**src/rtl/jtag_tap_sampler_if.sv**
```systemverilog
// JTAG pin bundle and user data-register strobe bus for jtag_tap_sampler.
// The slave modport is the TAP; the master modport is the JTAG source / debug transport side.
interface jtag_tap_sampler_if #(
    parameter int IR_WIDTH = 5
);
    logic                jtag_TCK;
    logic                jtag_TMS;
    logic                jtag_TDI;
    logic                jtag_TRSTn;
    logic                jtag_TDO_data;
    logic                jtag_TDO_driven;
    logic [3:0]          tap_state;
    logic [IR_WIDTH-1:0] ir_value;
    logic                user_sel;
    logic                dr_capture;
    logic                dr_shift;
    logic                dr_update;
    logic                dr_tdo;

    modport master (
        output jtag_TCK, jtag_TMS, jtag_TDI, jtag_TRSTn, dr_tdo,
        input  jtag_TDO_data, jtag_TDO_driven, tap_state, ir_value,
               user_sel, dr_capture, dr_shift, dr_update
    );

    modport slave (
        input  jtag_TCK, jtag_TMS, jtag_TDI, jtag_TRSTn, dr_tdo,
        output jtag_TDO_data, jtag_TDO_driven, tap_state, ir_value,
               user_sel, dr_capture, dr_shift, dr_update
    );
endinterface

```
**src/rtl/jtag_tap_sampler.sv**
```systemverilog
// IEEE 1149.1 TAP controller running in the system clock domain on oversampled JTAG pins,
// with IR, IDCODE and BYPASS registers and a strobe interface to an external user DR.
module jtag_tap_sampler #(
    parameter int          IR_WIDTH     = 5,
    parameter logic [31:0] IDCODE_VALUE = 32'h00000001,
    parameter int          SYNC_STAGES  = 2
) (
    input logic              clock,
    input logic              reset,
    jtag_tap_sampler_if.slave bus
);
    typedef enum logic [3:0] {
        TLR    = 4'hF, RTI    = 4'hC, SEL_DR = 4'h7, CAP_DR = 4'h6,
        SH_DR  = 4'h2, EX1_DR = 4'h1, PAU_DR = 4'h3, EX2_DR = 4'h0,
        UPD_DR = 4'h5, SEL_IR = 4'h4, CAP_IR = 4'hE, SH_IR  = 4'hA,
        EX1_IR = 4'h9, PAU_IR = 4'hB, EX2_IR = 4'h8, UPD_IR = 4'hD
    } tap_state_t;

    localparam logic [IR_WIDTH-1:0] IR_IDCODE = IR_WIDTH'(1);
    localparam logic [IR_WIDTH-1:0] IR_BYPASS = '1;

    logic [SYNC_STAGES-1:0] tck_sync, tms_sync, tdi_sync, trstn_sync;
    logic                   tck_prev;
    logic                   tck, tms, tdi, trst_n, tck_rise, tck_fall;

    tap_state_t          state, state_next;
    logic [IR_WIDTH-1:0] ir_shift, ir_value;
    logic [31:0]         id_shift;
    logic                bypass_bit, tdo_data, tdo_driven, dr_tdo_mux, user_sel;
    logic                dr_capture, dr_shift, dr_update;

    always_ff @(posedge clock or posedge reset) begin
        if (reset) begin
            tck_sync   <= '0;
            tms_sync   <= '1;
            tdi_sync   <= '0;
            trstn_sync <= '1;
            tck_prev   <= 1'b0;
        end else begin
            tck_sync   <= {tck_sync[SYNC_STAGES-2:0], bus.jtag_TCK};
            tms_sync   <= {tms_sync[SYNC_STAGES-2:0], bus.jtag_TMS};
            tdi_sync   <= {tdi_sync[SYNC_STAGES-2:0], bus.jtag_TDI};
            trstn_sync <= {trstn_sync[SYNC_STAGES-2:0], bus.jtag_TRSTn};
            tck_prev   <= tck_sync[SYNC_STAGES-1];
        end
    end

    assign tck      = tck_sync[SYNC_STAGES-1];
    assign tms      = tms_sync[SYNC_STAGES-1];
    assign tdi      = tdi_sync[SYNC_STAGES-1];
    assign trst_n   = trstn_sync[SYNC_STAGES-1];
    assign tck_rise = tck & ~tck_prev;
    assign tck_fall = ~tck & tck_prev;

    always_ff @(posedge clock or posedge reset) begin
        if (reset) state <= TLR;
        else       state <= state_next;
    end

    always_comb begin
        state_next = state;
        if (!trst_n) begin
            state_next = TLR;
        end else if (tck_rise) begin
            case (state)
                TLR:     state_next = tms ? TLR    : RTI;
                RTI:     state_next = tms ? SEL_DR : RTI;
                SEL_DR:  state_next = tms ? SEL_IR : CAP_DR;
                CAP_DR:  state_next = tms ? EX1_DR : SH_DR;
                SH_DR:   state_next = tms ? EX1_DR : SH_DR;
                EX1_DR:  state_next = tms ? UPD_DR : PAU_DR;
                PAU_DR:  state_next = tms ? EX2_DR : PAU_DR;
                EX2_DR:  state_next = tms ? UPD_DR : SH_DR;
                UPD_DR:  state_next = tms ? SEL_DR : RTI;
                SEL_IR:  state_next = tms ? TLR    : CAP_IR;
                CAP_IR:  state_next = tms ? EX1_IR : SH_IR;
                SH_IR:   state_next = tms ? EX1_IR : SH_IR;
                EX1_IR:  state_next = tms ? UPD_IR : PAU_IR;
                PAU_IR:  state_next = tms ? EX2_IR : PAU_IR;
                EX2_IR:  state_next = tms ? UPD_IR : SH_IR;
                UPD_IR:  state_next = tms ? SEL_DR : RTI;
                default: state_next = TLR;
            endcase
        end
    end

    assign user_sel   = (ir_value != IR_IDCODE) && (ir_value != IR_BYPASS);
    assign dr_tdo_mux = (ir_value == IR_IDCODE) ? id_shift[0] :
                        (ir_value == IR_BYPASS) ? bypass_bit  : bus.dr_tdo;

    // A TRSTn-driven reset drops any partial scan, so UpdIR/UpdDR never see it.
    always_ff @(posedge clock or posedge reset) begin
        if (reset) begin
            ir_shift   <= '0;
            ir_value   <= IR_IDCODE;
            id_shift   <= '0;
            bypass_bit <= 1'b0;
            tdo_data   <= 1'b0;
            tdo_driven <= 1'b0;
            dr_capture <= 1'b0;
            dr_shift   <= 1'b0;
            dr_update  <= 1'b0;
        end else begin
            dr_capture <= 1'b0;
            dr_shift   <= 1'b0;
            dr_update  <= 1'b0;
            if (!trst_n) begin
                ir_shift   <= '0;
                ir_value   <= IR_IDCODE;
                id_shift   <= '0;
                bypass_bit <= 1'b0;
                tdo_data   <= 1'b0;
                tdo_driven <= 1'b0;
            end else if (tck_rise) begin
                case (state)
                    CAP_IR: ir_shift <= IR_WIDTH'(1);
                    SH_IR:  ir_shift <= {tdi, ir_shift[IR_WIDTH-1:1]};
                    UPD_IR: ir_value <= ir_shift;
                    CAP_DR: begin
                        id_shift   <= IDCODE_VALUE | 32'd1;
                        bypass_bit <= 1'b0;
                        dr_capture <= user_sel;
                    end
                    SH_DR: begin
                        id_shift   <= {tdi, id_shift[31:1]};
                        bypass_bit <= tdi;
                        dr_shift   <= user_sel;
                    end
                    UPD_DR: dr_update <= user_sel;
                    default: ;
                endcase
                if (state_next == TLR) ir_value <= IR_IDCODE;
            end else if (tck_fall) begin
                tdo_driven <= (state == SH_IR) || (state == SH_DR);
                if (state == SH_IR)      tdo_data <= ir_shift[0];
                else if (state == SH_DR) tdo_data <= dr_tdo_mux;
            end
        end
    end

    assign bus.jtag_TDO_data   = tdo_data;
    assign bus.jtag_TDO_driven = tdo_driven;
    assign bus.tap_state       = state;
    assign bus.ir_value        = ir_value;
    assign bus.user_sel        = user_sel;
    assign bus.dr_capture      = dr_capture;
    assign bus.dr_shift        = dr_shift;
    assign bus.dr_update       = dr_update;
endmodule

```
**src/flat_wrapper.sv**
```systemverilog
// flat-port wrapper written by rule: the top's interface ports become plain ports
module jtag_tap_sampler_flat 
#(
    parameter int          IR_WIDTH     = 5,
    parameter logic [31:0] IDCODE_VALUE = 32'h00000001,
    parameter int          SYNC_STAGES  = 2
)
  (clock, reset, bus_jtag_TCK, bus_jtag_TMS, bus_jtag_TDI, bus_jtag_TRSTn, bus_dr_tdo, bus_jtag_TDO_data, bus_jtag_TDO_driven, bus_tap_state, bus_ir_value, bus_user_sel, bus_dr_capture, bus_dr_shift, bus_dr_update);
  jtag_tap_sampler_if #(.IR_WIDTH(IR_WIDTH)) bus_i ();
  input logic clock;
  input logic reset;
  input wire logic [$bits(bus_i.jtag_TCK)-1:0] bus_jtag_TCK;
  input wire logic [$bits(bus_i.jtag_TMS)-1:0] bus_jtag_TMS;
  input wire logic [$bits(bus_i.jtag_TDI)-1:0] bus_jtag_TDI;
  input wire logic [$bits(bus_i.jtag_TRSTn)-1:0] bus_jtag_TRSTn;
  input wire logic [$bits(bus_i.dr_tdo)-1:0] bus_dr_tdo;
  output wire logic [$bits(bus_i.jtag_TDO_data)-1:0] bus_jtag_TDO_data;
  output wire logic [$bits(bus_i.jtag_TDO_driven)-1:0] bus_jtag_TDO_driven;
  output wire logic [$bits(bus_i.tap_state)-1:0] bus_tap_state;
  output wire logic [$bits(bus_i.ir_value)-1:0] bus_ir_value;
  output wire logic [$bits(bus_i.user_sel)-1:0] bus_user_sel;
  output wire logic [$bits(bus_i.dr_capture)-1:0] bus_dr_capture;
  output wire logic [$bits(bus_i.dr_shift)-1:0] bus_dr_shift;
  output wire logic [$bits(bus_i.dr_update)-1:0] bus_dr_update;
  assign bus_i.jtag_TCK = bus_jtag_TCK;
  assign bus_i.jtag_TMS = bus_jtag_TMS;
  assign bus_i.jtag_TDI = bus_jtag_TDI;
  assign bus_i.jtag_TRSTn = bus_jtag_TRSTn;
  assign bus_i.dr_tdo = bus_dr_tdo;
  assign bus_jtag_TDO_data = bus_i.jtag_TDO_data;
  assign bus_jtag_TDO_driven = bus_i.jtag_TDO_driven;
  assign bus_tap_state = bus_i.tap_state;
  assign bus_ir_value = bus_i.ir_value;
  assign bus_user_sel = bus_i.user_sel;
  assign bus_dr_capture = bus_i.dr_capture;
  assign bus_dr_shift = bus_i.dr_shift;
  assign bus_dr_update = bus_i.dr_update;
  jtag_tap_sampler #(.IR_WIDTH(IR_WIDTH), .IDCODE_VALUE(IDCODE_VALUE), .SYNC_STAGES(SYNC_STAGES)) u_core (.clock(clock), .reset(reset), .bus(bus_i));
endmodule
```
**config.mk**
```make
export PLATFORM = sky130hd
export DESIGN_NAME = jtag_tap_sampler_flat
export DESIGN_NICKNAME = d
export VERILOG_FILES = /design/src/rtl/jtag_tap_sampler_if.sv /design/src/rtl/jtag_tap_sampler.sv /design/src/flat_wrapper.sv
export SDC_FILE = /design/constraint.sdc
export NUM_CORES = 1
export LEC_CHECK = 0
export BUFFER_PORTS_ARGS = -buffer_cell sky130_fd_sc_hd__buf_2
export CAP_MARGIN = 15
export CORE_MARGIN = 1.5
export CORE_UTILIZATION = 45
export DETAILED_ROUTE_END_ITERATION = 16
export SLEW_MARGIN = 10
export SYNTH_ARGS = -nofsm -noshare
export SYNTH_HDL_FRONTEND = slang
export SYNTH_SLANG_ARGS = --single-unit
```
**constraint.sdc**
```tcl
create_clock -name clock -period 1.8 [get_ports clock]
set_input_delay 0 -clock clock [delete_from_list [all_inputs] [get_ports clock]]
set_output_delay 0 -clock clock [all_outputs]
set_load 0.005 [all_outputs]
```
---- Word level (Yosys, flattened, before mapping) ----
Index checks and enable logic that the tools add are counted.
word-level totals
  flip-flop bits (word level) ............. 61
  bits in latches ......................... 0
  memory bits (writable) .................. 0
  bits in read-only memories .............. 0
  bits of input ports ..................... 7
  memories kept ........................... 0
operators by class
  add/sub/neg operators ................... 0
  $mul .................................... 0
  div/mod/pow operators ................... 0
  magnitude comparators ................... 0
  eq/ne operators ......................... 27
  shift-type cells ........................ 0
  muxes and demuxes ....................... 47
  bitwise operators ....................... 4
  reductions and logical operators ........ 11
operators by type and width
  kind                                                                      number
  32-bit two-way mux                                                        2
  32-bit one-hot mux with 2 select lines                                    1
  4-bit one-hot mux with 12 select lines                                    1
  4-bit equality test (second input constant)                               9
  5-bit two-way mux                                                         6
  1-bit two-way mux                                                         22
  4-bit by 3-bit equality test with 1-bit output (second input constant)    4
  2-bit two-way mux                                                         6
  3-bit two-way mux                                                         4
  4-bit two-way mux                                                         3
  3-bit inequality test (second input constant)                             4
  5-bit one-hot mux with 2 select lines                                     1
  4-bit by 2-bit equality test with 1-bit output (second input constant)    2
  2-bit AND reduction                                                       4
  2-bit inequality test (second input constant)                             3
  5-bit by 1-bit equality test with 1-bit output (second input constant)    1
  5-bit equality test (second input constant)                               1
  5-bit by 1-bit inequality test with 1-bit output (second input constant)  1
  5-bit inequality test (second input constant)                             1
  4-bit by 1-bit equality test with 1-bit output (second input constant)    1
  4-bit zero test                                                           1
  2-bit OR reduction                                                        2
  3-bit AND reduction                                                       1
  3-bit OR reduction                                                        1
  other kinds (5)                                                           7

---- Depth between registers and ports, before layout ----
  depth after elaboration ................. 9
  depth in mapped cells ................... 7
  gate-level depth less buffers ........... 5

---- Least setup slack after synthesis ----
No wires, ideal clock.
  path type ............................... register -> register
  start ................................... register u_core.state[1] (netlist: u_core.bus.tap_state[1])
  end ..................................... register u_core.ir_value[0] (netlist: u_core.bus.ir_value[0])
  library setup time ...................... 0.083 ns
  data arrival time ....................... 1.514 ns
  data required time ...................... 1.717 ns
  path slack .............................. 0.203 ns
  cell stages (with the launch flop) ...... 6
  path buffers ............................ 1
  cell sequence ........................... dfstp_2 > buf_6 > and4bb_4 > a31oi_1 > inv_2 > o311a_1
between the ends
  longest elaborated chain between the ends .. 9
RTL lines
  item                                                                       line                     RTL
  start, declared                                                            jtag_tap_sampler.sv:26   tap_state_t state, state_next;
  start signal, assigned                                                     jtag_tap_sampler.sv:57   else state <= state_next;
  4-bit equality test, or another cell as far along                          jtag_tap_sampler.sv:65   case (state)
  3-bit OR reduction (no line) / 2-bit OR reduction (equally long branches)  -
  4-bit one-hot mux with 12 select lines                                     jtag_tap_sampler.sv:65
  4-bit two-way mux                                                          jtag_tap_sampler.sv:64   end else if (tck_rise) begin
  4-bit two-way mux                                                          jtag_tap_sampler.sv:62   if (!trst_n) begin
  4-bit equality test                                                        jtag_tap_sampler.sv:132  if (state_next == TLR) ir_value <= IR_IDCODE;
  5-bit two-way mux                                                          jtag_tap_sampler.sv:132
  5-bit two-way mux                                                          jtag_tap_sampler.sv:114  end else if (tck_rise) begin
  5-bit two-way mux                                                          jtag_tap_sampler.sv:107  if (!trst_n) begin
  end signal, assigned                                                       jtag_tap_sampler.sv:118  UPD_IR: ir_value <= ir_shift;
  end, declared                                                              jtag_tap_sampler.sv:27   logic [IR_WIDTH-1:0] ir_shift, ir_value;
Parallel ways exist; a longest one is shown, timed or not. The select of a mux whose other input is x is not followed.
A chain may end at the register's enable or synchronous reset.

---- Worst setup path in the final report ----
  start ................................... register u_core.state[3] (netlist: u_core.bus.tap_state[3])
  end ..................................... register u_core.ir_value[0] (netlist: u_core.bus.ir_value[0])
Same word-level chain as after synthesis.

==> reports/metrics.csv <==
stage,metric,value,unit
grt,grt_pass1_wl,9.604,mm
timing,fin_crit_sh,92.99,%
worst_setup_path,cp_cell_sequence,and2_1 > o21ai_0 > a311o_1 > nor2_4 > o311a_1,
final_layout,n_antenna_cell,0,
worst_setup_path,slowest_delay,0.65,ns
timing,setup_slack,0.1263,ns
worst_setup_path,rr_endpoint,u_core.bus.ir_value[0],
timing,max_freq,597.5,MHz
clock_tree,cts_resized,0,
yosys,syn_inst,276,
run_status,status,"complete, no violations",
timing,relSlewSlack,62.68,%
yosys,synth_top_cell_by_area,dfrtp_1,
min_path,min_to,u_core.bus.jtag_TDO_data,
clock_tree,cts_setup_buffers,0,
timing,drv_slew,0,
timing,fin_setup_tns,0,ns
place,portBuffers,21,
yosys,async_flop_share,100.0,%
yosys,synth_area_per_cell,9.946,µm²
timing,post-route-min-period,1.674,ns
worst_setup_path,crit_slowest_cell,dfstp_2,
grt,grt_pass1_vias,1924,
power,peakVddDrop,474.6,µV
routing,drtPass1Iterations,4,
yosys,synth_area,2745,µm²
worst_setup_path,r2r_slack,0.13,ns
yosys,synth-seq-cells,60,
worst_setup_path,criticalPathCategory,reg -> reg,
final_layout,drive_gt1_share,20.78,%
grt,antenna_found_initial,0,
yosys,synth.yosys.seq_area_share,55.10,%
yosys,ys_types,42,
worst_setup_path,rr_worst_depth,5,
routing,drtAntennaViolNets,0,
yosys,synth_fp_nets,283,
yosys,yosysTopAreaCellShare,46.49,%
yosys,ys_top_cells_by_area,"dfrtp_1 46%, dfstp_2 8.6%, nand3b_1 8.2%",
yosys,synth_flop_cell,dfrtp_1,
clock_tree,cts_tree,built,
clock_tree,clkTransAtPathRegs,0.06,ns
worst_setup_path,cp-end-kind,flop,
clock_tree,insertion_delay,0.33,ns
min_path,hold_path.class,in -> reg,
floorplanning,num_rows,28,
worst_setup_path,start_kind,flop,
timing,rsz0062_at_grt,false,
run,cap_violations,0,
place,dp_hpwl,3.429,mm
yosys,synth_warnings,0,
routing,vias,2086,
floorplanning,die_h,81.11,µm
timing,finalHoldViolCount,0,
clock_tree,cts_htree_levels,3,
place,dp_slack,0.1398,ns
worst_setup_path,critPathTopFamily,flip-flops,
worst_setup_path,cp_max_fo,9,
power,power_leakage,0.001349,µW
clock_tree,clk_path_buf_depth,2,
floorplanning,start_util,46.37,%
routing,wl,5.613,mm
routing,post-route-drc-count,0,
final_layout,fin_nets,311,
place,gp_congestion,0.7816,
routing,vias_per_cell,5.446,
grt,overflow,0,
yosys,synth_common_cells,"51 x dfrtp_1, 49 x nand2_1, 36 x a21oi_1",
routing,drt_iter0_markers,161,
worst_setup_path,cp.arrival,1.95,ns
power,p_total,2651,µW
final_layout,area_growth,14.54,%
grt,track_usage,19.64,%
floorplanning,fp.dieW,81.11,µm
floorplanning,die_area,6578,µm²
power,powerDensity,843.1,nW/µm²
clock_tree,numCtsBuffers,9,
yosys,synth_edf_count,0,
timing,fin_worst_skew,0.003867,ns
grt,grt_start_max_net_pins,41,
yosys,synth_most_common_cell,dfrtp_1,
floorplanning,pin_count,22,
routing,wl_per_cell,14.66,µm
timing,worstMarginPinSlew,0.5590,ns
worst_setup_path,cp.required,2.07,ns
min_path,min-delay-start,bus_dr_tdo,
min_path,worstHoldPathCells,4,
worst_setup_path,critPathBufInv,0,
timing,setup_viol,0,
floorplanning,core,5921,µm²
clock_tree,ctsRootBufferMaster,clkbuf_8,
worst_setup_path,r2r-start,u_core.bus.tap_state[3],
clock_tree,clock_sinks,60,
## worst max path at each step
| stage | cells past startpoint | end | slack [ns] | from |
|---|---|---|---|---|
| final | 5 | u_core.bus.ir_value[0] | 0.13 | u_core.bus.tap_state[3] |
| after global routing | 5 | u_core.bus.ir_value[0] | 0.02 | u_core.tck_sync[1] |
| after CTS | 5 | u_core.bus.ir_value[0] | 0.13 | u_core.tck_sync[1] |
| after detailed placement | 5 | u_core.bus.ir_value[0] | 0.14 | u_core.bus.tap_state[1] |
| after global placement | 5 | u_core.bus.ir_value[0] | 0.11 | u_core.tck_sync[1] |
| after floorplan | 5 | u_core.bus.ir_value[0] | 0.20 | u_core.bus.tap_state[1] |
## layout by cell type (no fill, tap or decap), types with 2 or more instances in the layout
cell | synthesis | routed
dfstp_2 | 9 | 9
or3_1 | 2 | 2
nor3b_1 | 4 | 4
mux2i_1 | 2 | 2
nand3_1 | 3 | 3
inv_1 | 3 | 2
nor2b_1 | 2 | 2
a22oi_1 | 3 | 3
a311o_1 | 2 | 2
dlygate4sd3_1 | 0 | 5
clkbuf_1 | 8 | 2
and3_1 | 3 | 3
clkinv_2 | 0 | 2
inv_2 | 2 | 3
a31oi_1 | 3 | 3
buf_12 | 0 | 2
clkbuf_8 | 0 | 11
nand2b_1 | 5 | 5
buf_2 | 5 | 21
dfrtp_1 | 51 | 51
nor3_1 | 4 | 4
a21oi_1 | 36 | 36
buf_4 | 1 | 8
nand3b_1 | 30 | 30
nand2_1 | 49 | 49
nor2_1 | 14 | 14
o21ai_0 | 12 | 12
## flip-flops by register name (all words and copies together) (netlist names)
signal	flops
u_core.tms_sync	2
u_core.bus.dr_shift	1
u_core.bus.jtag_TDO_data	1
u_core.ir_shift	5
u_core.tck_prev	1
u_core.tdi_sync	2
u_core.bus.tap_state	4
u_core.bypass_bit	1
u_core.bus.ir_value	5
u_core.tck_sync	2
u_core.bus.dr_update	1
u_core.bus.dr_capture	1
u_core.trstn_sync	2
u_core.bus.jtag_TDO_driven	1
u_core.id_shift	31
## per-layer routing
layer | track usage [%] | routed length [µm]
met5 | 0 | 0
met4 | 10.34 | 107
met3 | 3.708 | 235
met2 | 27.08 | 2519
met1 | 29.06 | 2750
## cell type report
cell class | instances | area [µm²]
fill | 556 | 2776
inverter | 5 | 18.77
clock inverter | 2 | 10.01
timing repair buffer | 36 | 255.2
tap | 75 | 93.84
clock buffer | 13 | 158.9
sequential | 60 | 1513
multi-input combinational | 192 | 1095
## per-stage QoR
| step | cell area (µm²) | util [%] | instances | hold slack (ns) |
|---|---|---|---|---|
| 6_report | 3144 | 53.11 | 383 | 0.08130 |
| 5_1_grt | 3144 | 53.11 | 383 | 0.1166 |
| 4_1_cts | 3144 | 53.11 | 383 | 0.07126 |
| 3_5_place_dp | 2925 | 49.41 | 363 | 0.09855 |
| 3_3_place_gp | 2925 | 49.41 | 363 | 0.09033 |
| 2_1_floorplan | 2745 | - | 276 | 0.004478 |
## worst register-to-register path, delay by kind of cell (launching register included)
family,cells,cell delay [ns]
AOI/OAI and AO/OA,3,0.63
DFF,1,0.65
and+or+nand+nor,2,0.34
## timing repair
action | in CTS | in global routing
setup endpoints to repair | 0 | 0
endpoints found under the hold margin | 24 | 0
hold buffers | 5 | 0
## cell families after synthesis
kind of cell / share of synthesized area (%)
simple gates: 26.39
buf+inv: 5.014
flops: 55.10
compound gates: 12.76
mux: 0.7293
## where the power goes
| group | switching (µW) | leakage (µW) | internal, µW | total [µW] |
|---|---|---|---|---|
| combinational | 111 | 0.000464 | 78.7 | 189 |
| clock | 492 | 0.0000893 | 563 | 1060 |
| sequential | 30.1 | 0.000796 | 1380 | 1410 |
| total | 633 | 0.00135 | 2020 | 2650 |
No activity file was read; power rests on OpenSTA's default activity.
